--- config.mk ---
export PLATFORM = sky130hd
export DESIGN_NAME = bcd_updown_counter
export DESIGN_NICKNAME = d
export VERILOG_FILES = /design/src/rtl/bcd_updown_counter.sv
export SDC_FILE = /design/constraint.sdc
export NUM_CORES = 1
export LEC_CHECK = 0
export ABC_CLOCK_PERIOD_IN_PS = 4100
export CORE_MARGIN = 3
export CORE_UTILIZATION = 52
export DETAILED_ROUTE_END_ITERATION = 12
export HOLD_SLACK_MARGIN = 0.1
export PLACE_DENSITY = 0.91
export SETUP_SLACK_MARGIN = 0.4
export SLEW_MARGIN = 20
export SYNTH_ARGS = -nofsm -noshare
export SYNTH_HDL_FRONTEND = slang
export SYNTH_SLANG_ARGS = --single-unit
--- constraint.sdc ---
create_clock -name clk -period 4.1 [get_ports clk]
set_clock_uncertainty 0.1 [all_clocks]
set_input_delay 0.82 -clock clk [delete_from_list [all_inputs] [get_ports clk]]
set_output_delay 0.82 -clock clk [all_outputs]
set_load 0.02 [all_outputs]
--- src/rtl/bcd_updown_counter.sv ---
// Multi-digit synchronous up/down BCD counter with enable, clear, load,
// wrap/saturate mode and a cascade terminal-count output.
module bcd_updown_counter #(
    parameter int unsigned DIGITS   = 2,
    parameter bit          SATURATE = 1'b0
) (
    input  logic                  clk,
    input  logic                  rst,
    input  logic                  en,
    input  logic                  up,
    input  logic                  clr,
    input  logic                  load,
    input  logic [4*DIGITS-1:0]   d,
    output logic [4*DIGITS-1:0]   q,
    output logic                  tc,
    output logic                  zero
);

    localparam int unsigned W = 4 * DIGITS;

    logic         all9;
    logic         all0;
    logic         hold;
    logic         carry;
    logic [W-1:0] step_q;
    logic [W-1:0] load_q;

    always_comb begin
        all9 = 1'b1;
        all0 = 1'b1;
        for (int unsigned i = 0; i < DIGITS; i++) begin
            if (q[4*i +: 4] != 4'd9) all9 = 1'b0;
            if (q[4*i +: 4] != 4'd0) all0 = 1'b0;
        end
    end

    assign zero = all0;
    assign tc   = en & ((up & all9) | (~up & all0));
    assign hold = SATURATE & (up ? all9 : all0);

    // Every digit is clamped to 9 before stepping, so invalid codes recover in one step.
    always_comb begin
        step_q = '0;
        load_q = '0;
        carry  = 1'b1;
        for (int unsigned i = 0; i < DIGITS; i++) begin
            logic [3:0] s;
            logic [3:0] ld;
            s  = (q[4*i +: 4] > 4'd9) ? 4'd9 : q[4*i +: 4];
            ld = (d[4*i +: 4] > 4'd9) ? 4'd9 : d[4*i +: 4];
            load_q[4*i +: 4] = ld;
            if (up) begin
                step_q[4*i +: 4] = carry ? ((s == 4'd9) ? 4'd0 : s + 4'd1) : s;
                carry = carry & (s == 4'd9);
            end else begin
                step_q[4*i +: 4] = carry ? ((s == 4'd0) ? 4'd9 : s - 4'd1) : s;
                carry = carry & (s == 4'd0);
            end
        end
    end

    always_ff @(posedge clk or negedge rst) begin
        if (!rst) begin
            q <= '0;
        end else if (clr) begin
            q <= '0;
        end else if (load) begin
            q <= load_q;
        end else if (en && !hold) begin
            q <= step_q;
        end
    end

endmodule

==> results of run 1 <==
-- synthesized netlist by cell type, drive strengths merged (3+ instances only) --
master  count  area, um2
inv         8      30.03
ha          6      75.07
a221oi      3      26.28
a21oi       9      45.04
or2         4      25.03
nand2b      4      25.02
nor2b       3      18.77
nand3       5      25.02
nand2       5      18.77
nand4       3      18.77
nor3        6      30.03
o21ai       5      25.02
dfrtp       8      200.2
and3        3      18.77
buf         3      33.78
clkbuf      7      27.52
nor2        8      32.54
-- worst register-to-register path, delay by kind of cell (launching register included) --
family | cells | cell delay [ps]
AND/OR/NAND/NOR | 3 | 890
AO/OA/AOI/OAI | 3 | 640
flip-flops | 1 | 490
adder cells (fa/ha/maj) | 1 | 260
buffers and inverters | 1 | 110
-- layer usage --
layer | vias up | global-route usage | share of wire
li1 | 487 | - | -
met1 | 451 | 0.3010 | 0.46
met2 | 46 | 0.3258 | 0.45
met3 | 4 | 0.02761 | 0.072
met4 | 0 | 0.08531 | 0.013
met5 | - | 0 | 0
-- area by class of cell --
cell class	count	area, um2
clock buffers	3	22.52
fillers	125	431.7
inverters	8	30.03
multi-input cells	94	659.4
flip-flops and latches	8	200.2
well taps	24	30.03
repair buffers	24	237.7
-- power by group through the flow --
stage | clock network [mW] | registers (mW) | logic, mW
floorplan | 0 | 0.100 | 0.0810
global placement | 0 | 0.101 | 0.121
detailed placement | 0 | 0.101 | 0.123
CTS | 0.0607 | 0.0998 | 0.123
global route | 0.0671 | 0.103 | 0.135
finish | 0.0586 | 0.101 | 0.124
-- kinds of logic after synthesis --
group,Yosys count,synth area share
AOI/OAI and AO/OA,37,0.2711
DFF,8,0.2105
buffers and inverters,18,0.09604
adders and majority gates,6,0.07895
muxes,3,0.04605
and+or+nand+nor,48,0.2974
-- worst paths after layout --
check	to	startpoint
setup / recovery	tc	en
min in group asynchronous	q[3]	rst
max in group asynchronous	q[6]	rst
hold reg to reg	q[4]	q[4]
hold / removal	q[4]	q[4]
setup reg to reg	q[4]	q[2]
-- layout by cell type (no fill, tap or decap), types with 2 or more instances in the layout --
| cell | instances |
|---|---|
| sky130_fd_sc_hd__nor3_1 | 6 |
| sky130_fd_sc_hd__nand3_1 | 5 |
| sky130_fd_sc_hd__and3_1 | 3 |
| sky130_fd_sc_hd__nor3b_1 | 2 |
| sky130_fd_sc_hd__o32ai_1 | 2 |
| sky130_fd_sc_hd__nor2b_1 | 3 |
| sky130_fd_sc_hd__a21oi_1 | 9 |
| sky130_fd_sc_hd__ha_1 | 6 |
| sky130_fd_sc_hd__o21bai_1 | 2 |
| sky130_fd_sc_hd__o21ai_0 | 5 |
| sky130_fd_sc_hd__a31o_2 | 2 |
| sky130_fd_sc_hd__nand4_1 | 3 |
| sky130_fd_sc_hd__nor2_1 | 7 |
| sky130_fd_sc_hd__o22ai_1 | 2 |
| sky130_fd_sc_hd__dfrtp_1 | 8 |
| sky130_fd_sc_hd__nand2_1 | 5 |
| sky130_fd_sc_hd__a311oi_1 | 2 |
| sky130_fd_sc_hd__a211o_1 | 2 |
| sky130_fd_sc_hd__or2_2 | 3 |
| sky130_fd_sc_hd__clkbuf_4 | 3 |
| sky130_fd_sc_hd__a31oi_1 | 2 |
| sky130_fd_sc_hd__nand2b_1 | 4 |
| sky130_fd_sc_hd__clkdlybuf4s50_1 | 23 |
| sky130_fd_sc_hd__inv_1 | 8 |
| sky130_fd_sc_hd__a221oi_1 | 3 |
-- through the flow --
stage | cell area [um2] | power, mW | setup slack (ps)
3_5_place_dp | 1157 | 0.2242 | 764.1
4_1_cts | 1180 | 0.2838 | 762.0
6_report | 1180 | 0.2831 | 749.6
3_3_place_gp | 1157 | 0.2214 | 809.0
5_1_grt | 1180 | 0.3046 | 674.6
2_1_floorplan | 950.9 | 0.1814 | 1564
==> run metrics, run 1 <==
initial antenna violation count 0; overall die height 48.77 um; worst hold slack 699.3 ps; clock tree buffer depth 2; Std-Cell Rows 14; CP Buf/Inv Count 3; Chip Width 48.77 um; unrepaired setup endpoints after global routing false; Seq/Total Area, Yosys 0.2105; post-route setup TNS 0 ps; routability congestion estimate 0.8639; CTS Buf Count 3; Final Max Slew Viols 0; via density per instance 6.137; stages on the worst setup path 4; Pint 0.1796 mW; switching power 0.1035 mW; Yosys cell types 42; Cells on Worst Hold Path 2; CTS tree yes; Tot GR Track Use 0.2128; number of H-tree levels 1; area enclosed by the die boundary 2378 um2; Max IR drop VDD 208.1 uV; number of warning messages in the yosys log 0; Core Region 1612 um2; final wirelength 2386 um; critical path type in -> out; series of cell instances along the critical path clkdlybuf4s50_1 > inv_1 > nor2_1 > clkdlybuf4s50_1; proportion of power drawn by flip-flops and latches 0.355; Clock Power Share 0.207; slowest cell on the critical path sky130_fd_sc_hd__clkdlybuf4s50_1; final routed wire length divided by cell count 14.82 um; post-synth design cell area 950.9 um2; Finished Layout Cells 161; worst endpoint required time 3180 ps; Switching Fraction 0.3656; net count after synthesis 140; number of storage elements in the synthesis netlist 8; remaining number of nets flagged by the antenna check after routing 0; number of inserted diodes 0; largest net degree at the start of global routing 20; largest stage delay on the critical path 710 ps; relative slew slack 0.5900; data arrival time of the worst path 2430 ps; cell type group with the largest total delay on the critical path buffers and inverters; Worst Hold Class reg -> reg; Initial DRT Pass Iterations 4; Tightest Pin Transition 613.1 ps; clock insertion delay at the later pin of the skew report 250 ps; part of the cycle the worst path needs 0.8172; register with the most flip-flops q; Power per Cell Area 239.9 nW/um2; number of clock sinks 8; post-layout util 0.7321; Top Registers q (8); outcome complete, no violations; Max-Cap Viols 0; Final Hold Viols 0; area overhead of the layout relative to synthesis 24.08%; Reg clk slew, reported paths 50 ps; clock period minus worst slack 3350 ps; total grt overflow 0; vias in the first global route 896; total I/O pin count 24; maximum net fanout on the critical path 12; clock tree root buffer cell sky130_fd_sc_hd__clkbuf_4; endpoint kind of the worst setup timing path output pin; post-cts hold buffer count 0; fraction of layout cells with a size suffix above 1 0.09489; part of the total power dissipated in combinational logic 0.438; Resize count post-CTS 0; number of buffers inserted to repair setup after CTS 0; number of remaining DRC errors 0; buffers added on ports 23; initial core utilization 0.5901; max FFs per register 8; average size of a mapped cell 7.924 um2; Pleak 0.4747 nW; wire length of the first global-routing pass 4105 um; prevailing post-synth register cell sky130_fd_sc_hd__dfrtp_1; element type at the critical path start input port; Worst path most repeated cell sky130_fd_sc_hd__clkdlybuf4s50_1; Reg2Reg Setup Slack 1460 ps; HPWL Detailed 1851 um; final number of setup-violating endpoints 0; share of flip-flops with an asynchronous set or reset 1.000; routed vias 988; number of DRC markers after the initial detailed-route iteration 27; net count reported at finish 159; reg2reg path depth 8; count of flip-flops with a built-in enable after synthesis 0; cell count after placement 158; achievable clock frequency 298.5 MHz; synthesized instance count 120
No activity file was read; power rests on OpenSTA's default activity.
==> run 2, diff against run 1 <==
- ABC_CLOCK_PERIOD_IN_PS: 4100 -> 3100
- CORE_UTILIZATION: 52 -> 48
- PLACE_DENSITY: 0.91 -> 0.85
- clock period: 4.1 -> 3.1 ns (I/O delays scaled with it)
==> run 2 against run 1 <==
  * Count of clock-buffer cells in the layout unchanged
  * Global-route usage down 0.63 points
  * Setup slack lost 230 ps
  * First-iteration DRC count is 120% higher
  * Sequential share of layout area decreased by 0.44 points
  * Non-clock buffer count grew 3
  * Register-to-register slack lost 870 ps
  * Flip-flop and latch count is the same
  * Combinational power grew 38%
  * Final area is 2.7% higher
  * Power grew 35%
  * Sequential power is 30% higher
  * Largest cell class unchanged
  * Highest routed layer unchanged
==> run metrics, run 2 (synthesis gave the netlist of run 1 again) <==
outcome complete, no violations; CTS Buf Count 3; CTS tree yes; Filler cells 159; element type at the critical path start register; Final Max Slew Viols 0; remaining number of nets flagged by the antenna check after routing 0; number of remaining DRC errors 0; register with the most flip-flops q; Initial DRT Pass Iterations 4; endpoint kind of the worst setup timing path output pin; top library cells by usage in the layout, fill and taps aside sky130_fd_sc_hd__clkdlybuf4s50_1, sky130_fd_sc_hd__inv_1, sky130_fd_sc_hd__a21oi_1, sky130_fd_sc_hd__dfrtp_1, sky130_fd_sc_hd__nor2_1; initial core utilization 0.5278; Worst Hold Class in -> async; final wirelength 2434 um; initial antenna violation count 0; Reg clk slew, reported paths 60 ps; slowest cell on the critical path sky130_fd_sc_hd__clkdlybuf4s50_1; wire length of the first global-routing pass 4112 um; series of cell instances along the critical path nor3_2 > and4_1 > clkdlybuf4s50_1; number of H-tree levels 1; part of the cycle the worst path needs 0.8335; smallest setup slack after layout 516.1 ps; total grt overflow 0; achievable clock frequency 387.0 MHz; most frequent standard cell in the layout excluding fill and tap cells sky130_fd_sc_hd__clkdlybuf4s50_1; area overhead of the layout relative to synthesis 27.37%; total I/O pin count 24; max FFs per register 8; clock period minus worst slack 2584 ps; worst endpoint required time 2380 ps; Tot GR Track Use 0.2065; Finished Layout Cells 165; worst setup slack before clock tree synthesis 475.2 ps; number of DRC markers after the initial detailed-route iteration 60; final number of setup-violating endpoints 0; largest stage delay on the critical path 610 ps; critical path type reg -> out; buffers added on ports 23; Max-Cap Viols 0; unrepaired setup endpoints after global routing false; HPWL Detailed 1821 um; Power per Cell Area 316.6 nW/um2; clock tree buffer depth 2; vias in the first global route 914; Top Registers q (8); area enclosed by the die boundary 2551 um2; Pleak 0.4962 nW; Core Region 1802 um2; final routed wire length divided by cell count 14.75 um; Final Hold Viols 0; Tightest Pin Transition 499.0 ps; cell count after placement 162; Max IR drop VDD 203.2 uV; routability congestion estimate 0.8986; via density per instance 6.097; Chip Width 50.51 um; post-route setup TNS 0 ps; relative slew slack 0.6631; post-layout util 0.6722; overall die height 50.51 um; clock tree root buffer cell sky130_fd_sc_hd__clkbuf_4; fraction of layout cells with a size suffix above 1 0.1286; maximum net fanout on the critical path 10; number of clock sinks 8; routed vias 1006; largest net degree at the start of global routing 19; Std-Cell Rows 15; net count reported at finish 162; data arrival time of the worst path 1860 ps; post-cts hold buffer count 0; number of inserted diodes 0; clock insertion delay at the later pin of the skew report 250 ps
run 2: cell count changes in the layout (fill, tap and decap cells not counted), sizes merged:
cell           delta
dlygate4sd2       +1
clkdlybuf4s50     -1
buf               +3
run 2: layout make-up:
cell class	count	area [um2]	area share
multi-input combinational	94	668.1	0.5517
timing repair buffer	27	259.0	0.2138
sequential	8	200.2	0.1653
tap	25	31.28	0.02583
inverter	8	30.03	0.02479
clock buffer	3	22.52	0.01860
run 2: worst paths after layout:
check                      start  depth (start not counted)  slack [ps]   end
setup / recovery            q[6]                          3         520  zero
hold / removal               rst                          1         550  q[4]
setup reg to reg            q[1]                          8         590  q[5]
hold reg to reg             q[1]                          3         700  q[1]
max in group asynchronous    rst                          1        2080  q[3]
min in group clk            q[1]                          3         700  q[1]
run 2: critical path: cells and delay by family, from the launching register on:
family                 cells  cell delay [ps]
buffers and inverters      1              610
flip-flops                 1              490
AND/OR/NAND/NOR            2              510
run 2: metrics by stage:
stage / instance area, um2 / hold WS (ps) / total power [mW]
final: 1211 / 547.9 / 0.3834
after CTS: 1207 / 549.4 / 0.3849
after detailed placement: 1181 / 683.9 / 0.3004
after floorplan: 950.9 / 224.4 / 0.2399
after global placement: 1181 / 679.6 / 0.2966
after global routing: 1211 / 573.9 / 0.4085
run 2: per-layer routing:
metal  GRT usage  up-vias  routed length [um]
li1            -      499                   -
met1      0.3013      458                1112
met2      0.3174       45                1119
met3     0.01187        4                 178
met4     0.08072        0                  23
met5           0        -                   0
run 2: where the power goes:
| group | switching, mW | internal (mW) | total [mW] |
|---|---|---|---|
| clock network | 0.0367 | 0.0444 | 0.0811 |
| registers | 0.0191 | 0.112 | 0.131 |
| logic | 0.0866 | 0.0847 | 0.171 |
| total | 0.142 | 0.241 | 0.383 |
run 2: what timing repair did:
item | CTS | global route
gates resized for setup | 2 | 1
setup endpoints to repair | 1 | 1
setup buffers | 0 | 0
endpoints found under the hold margin | 0 | 0
==> run 3, diff against run 2 <==
- ABC_CLOCK_PERIOD_IN_PS: 3100 -> 2600
- clock period: 3.1 -> 2.6 ns (I/O delays scaled with it)
==> run 3 against run 2 <==
  * Final area rose by 20%
  * Clock power up 19%
  * Non-clock buffer count rose by 17
  * Utilization increased by 13 points
  * Cell count increased by 10%
  * Register-to-register slack worse by 270 ps
  * Largest power group unchanged
  * Highest routed layer unchanged
==> run metrics, run 3 (synthesis gave the netlist of run 1 again) <==
routability congestion estimate 0.8573; Final Max Slew Viols 0; relative slew slack 0.7390; number of inserted diodes 0; Worst Hold Class in -> async; area enclosed by the die boundary 2551 um2; smallest setup slack after layout 317.3 ps; Core Region 1802 um2; final number of setup-violating endpoints 0; total I/O pin count 24; Power per Cell Area 368.9 nW/um2; most frequent standard cell in the layout excluding fill and tap cells sky130_fd_sc_hd__clkdlybuf4s50_1; Chip Width 50.51 um; clock tree buffer depth 2; data arrival time of the worst path 2300 ps; number of H-tree levels 1; net count reported at finish 179; Tot GR Track Use 0.2327; buffers added on ports 23; endpoint kind of the worst setup timing path register; via density per instance 6.390; Tightest Pin Transition 390.3 ps; series of cell instances along the critical path or2_4 > a21oi_4 > ha_4 > nor4b_4 > buf_4 > o21ai_1 > a311oi_1 > nor3_1; initial core utilization 0.5278; Top Registers q (8); worst setup slack before clock tree synthesis 142.9 ps; top library cells by usage in the layout, fill and taps aside sky130_fd_sc_hd__clkdlybuf4s50_1, sky130_fd_sc_hd__buf_4, sky130_fd_sc_hd__inv_1, sky130_fd_sc_hd__a21oi_1, sky130_fd_sc_hd__nor2_1; largest stage delay on the critical path 430 ps; total grt overflow 0; post-cts hold buffer count 0; slowest cell on the critical path sky130_fd_sc_hd__dfrtp_2; Final Hold Viols 0; achievable clock frequency 438.1 MHz; fraction of layout cells with a size suffix above 1 0.3312; Initial DRT Pass Iterations 4; unrepaired setup endpoints after global routing true; initial antenna violation count 0; cell type group with the largest total delay on the critical path simple AND/OR/NAND/NOR gates; area post-placement 1241 um2; clock tree root buffer cell sky130_fd_sc_hd__clkbuf_4; Pleak 0.5969 nW; final wirelength 3163 um; number of clock sinks 8; clock insertion delay at the later pin of the skew report 250 ps; critical path type reg -> reg; Max-Cap Viols 0; number of remaining DRC errors 0; Finished Layout Cells 182; wire length of the first global-routing pass 4554 um; post-route setup TNS 0 ps; remaining number of nets flagged by the antenna check after routing 0; register with the most flip-flops q; total power 0.5340 mW; overall die height 50.51 um; largest net degree at the start of global routing 19; number of DRC markers after the initial detailed-route iteration 67; CP Buf/Inv Count 1; routed vias 1163; Post-Layout Inst Area 1448 um2; CTS tree yes; vias in the first global route 998; worst endpoint required time 2620 ps; CTS Buf Count 3; Std-Cell Rows 15; HPWL Detailed 1960 um; element type at the critical path start register; cell count after placement 166; area overhead of the layout relative to synthesis 52.24%; Max IR drop VDD 323.5 uV; maximum net fanout on the critical path 4; final routed wire length divided by cell count 17.38 um; Reg clk slew, reported paths 60 ps; clock period minus worst slack 2283 ps; max FFs per register 8; outcome complete, no violations; part of the cycle the worst path needs 0.8780
[run 3: changes by cell type in the layout (fill, tap and decap cells not counted), sizes merged]
| cell | before | now |
|---|---|---|
| buf | 4 | 20 |
| clkbuf | 3 | 4 |
| clkdlybuf4s50 | 22 | 21 |
| dlymetal6s2s | 0 | 1 |
[run 3: layout make-up]
| cell class | instances | area, um2 |
|---|---|---|
| multi-input combinational | 94 | 770.7 |
| timing repair buffer | 44 | 386.6 |
| fill | 114 | 354.1 |
| sequential | 8 | 206.4 |
| tap | 25 | 31.28 |
| inverter | 8 | 30.03 |
| clock buffer | 3 | 22.52 |
[run 3: power by group]
part / switching (mW) / internal (mW) / total, mW / leakage, nW
clock: 0.0438 / 0.0529 / 0.0967 / 0.0138
combinational: 0.142 / 0.145 / 0.286 / 0.485
sequential: 0.0162 / 0.135 / 0.151 / 0.0980
[run 3: routing by layer]
layer | global-route usage | up-vias | wire length [um]
met2 | 0.4152 | 78 | 1511
met5 | 0 | - | 0
met1 | 0.2976 | 542 | 1268
met3 | 0.008902 | 12 | 291
met4 | 0.08072 | 0 | 92
li1 | - | 531 | -
[run 3: metrics by stage]
stage               hold WS [ps]    util
CTS                        456.5  0.7396
detailed placement         659.9  0.6889
floorplan                  124.4       -
global route               463.4  0.8035
global placement           645.9  0.6889
finish                     455.2  0.8035
[run 3: worst paths after layout]
kind,startpoint,end,slack [ps],cells past startpoint
max,q[1],q[6],320,8
min,rst,q[4],460,1
max reg2reg,q[1],q[6],320,8
min reg2reg,q[5],q[7],720,3
max in group asynchronous,rst,q[3],1650,1
min in group clk,q[5],q[7],720,3
[run 3: what timing repair did]
| item | in CTS | in global routing |
|---|---|---|
| pin swaps | 2 | 6 |
| cloned | 0 | 0 |
| gates resized for setup | 8 | 15 |
| buffers inserted | 6 | 7 |
| endpoints found under the setup margin | 7 | 7 |
| endpoints found under the hold margin | 0 | 0 |
==> patch (config.mk and constraints of run 1) <==
`SATURATE`: 1'b0 -> 1'b1.
--- a/src/rtl/bcd_updown_counter.sv
+++ b/src/rtl/bcd_updown_counter.sv
@@ -2,7 +2,7 @@
 // wrap/saturate mode and a cascade terminal-count output.
 module bcd_updown_counter #(
     parameter int unsigned DIGITS   = 2,
-    parameter bit          SATURATE = 1'b0
+    parameter bit          SATURATE = 1'b1
 ) (
     input  logic                  clk,
     input  logic                  rst,
Function: changed (a bounded check fails within 4 cycles, from zero or initial values and one cycle with rst low).
==> patch against run 1 <==
- count of clock-buffer cells in the layout did not move
- worst setup slack got worse by 190 ps
- combinational power rose by 24%
- maximum frequency fell by 5.2%
- design area rose by 3.0%
- die area rose by 1.4%
- total power rose by 13%
- area after synthesis rose by 1.6%
- sequential cell count did not move
- global-route usage rose by 0.90 points
- register-to-register slack got worse by 210 ps
- worst hold slack got worse by 88 ps
- wire length rose by 1.8%
- synthesized cell count rose by 5.8%
==> patch: results (changes against run 1) <==
- Status: finished, final reports clean
- GRT met3 Usage: 2.45% (-0.31 points)
- Routing usage on met2: 35.5% (+2.9 points)
- Share of layout cells above drive strength 1: 6.85% (-2.6 points)
- Unique cell type count in the Yosys netlist: 44 (+4.8%)
- Peak VDD IR: 243 uV (+17%)
- Worst-Margin Slew: 469 ps (-144 ps)
- Setup WS pre-CTS: 611 ps (-153 ps)
- Total GRT Usage: 22.2% (+0.90 points)
- RR Endpoint: q[6]$_DFFE_PN0P_
- CP max FO: 11 (-1)
- Post-synth top area share: 20.7% (-0.33 points)
- Mapped Nets: 147 (+5.0%)
- Non-Filler Instances: 170 (+5.6%)
- Worst Path Arrival: 2620 ps (+190 ps)
- Routed wl met2: 1.14 mm (+4.8%)
- Nets: 168 (+5.7%)
- DR iter-0 viols: 31 (+15%)
- Register-to-register setup slack: 1250 ps (-210 ps)
- Syn avg cell area: 7.61 sq um (-4.0%)
- Hpwl dp: 1.90 mm (+2.4%)
- Worst Setup SP: up
- Final period util: 86.2% (+4.5 points)
- Vias in the first global route: 977 (+9.0%)
- Largest net degree at the start of global routing: 15 (-25%)
- First-pass GRT wire length: 4.37 mm (+6.6%)
- Final wirelength: 2.43 mm (+1.8%)
- Leakage: 0.519 nW (+9.4%)
- Routed vias/inst: 6.09 (-0.69%)
- Largest cells by area after synthesis: dfrtp_1 21%, ha_1 7.8%, inv_1 4.7%
- Met1 usage: 30.6% (+0.54 points)
## patch: changes by cell type in the layout (fill, tap and decap cells not counted), moves of 3 or more
cell / delta
a21oi_1: -4
nor2_1: +5
inv_1: +4
nand2_1: +4
or2_2: -3
nor3_1: -3
o41ai_1: +3
## patch: layout make-up
cell class                      instances  area (sq um)
Inverter                               12          45.0
Timing Repair Buffer                   24           238
Multi-Input combinational cell         99           679
Clock buffer                            3          22.5
Tap cell                               24          30.0
Fill cell                             129           414
Sequential cell                         8           200
## patch: worst min path at each step
stage                     slack, ps          endpoint             start  cells past startpoint
after floorplan                 420  q[0]$_DFFE_PN0P_               rst                      0
after global placement          590  q[1]$_DFFE_PN0P_  q[1]$_DFFE_PN0P_                      2
after detailed placement        600  q[1]$_DFFE_PN0P_  q[1]$_DFFE_PN0P_                      2
after CTS                       600  q[1]$_DFFE_PN0P_  q[1]$_DFFE_PN0P_                      2
after global routing            640  q[1]$_DFFE_PN0P_  q[1]$_DFFE_PN0P_                      2
final                           610  q[1]$_DFFE_PN0P_  q[1]$_DFFE_PN0P_                      2
## patch: power groups by stage
stage | registers, mW | clock network (mW) | logic, mW
6_report | 0.104 | 0.0618 | 0.154
5_1_grt | 0.107 | 0.0696 | 0.169
3_3_place_gp | 0.105 | 0 | 0.150
4_1_cts | 0.104 | 0.0642 | 0.153
3_5_place_dp | 0.105 | 0 | 0.152
2_1_floorplan | 0.106 | 0 | 0.0992
## patch: cell families after synthesis
| kind of cell | count (synthesis) | share of synthesized area (%) |
|---|---|---|
| flip-flops | 8 | 20.7 |
| multiplexers | 3 | 3.11 |
| AO/OA/AOI/OAI | 38 | 29.4 |
| adder cells (fa/ha/maj) | 6 | 7.77 |
| buffers and inverters | 20 | 8.94 |
| AND/OR/NAND/NOR | 52 | 30.0 |
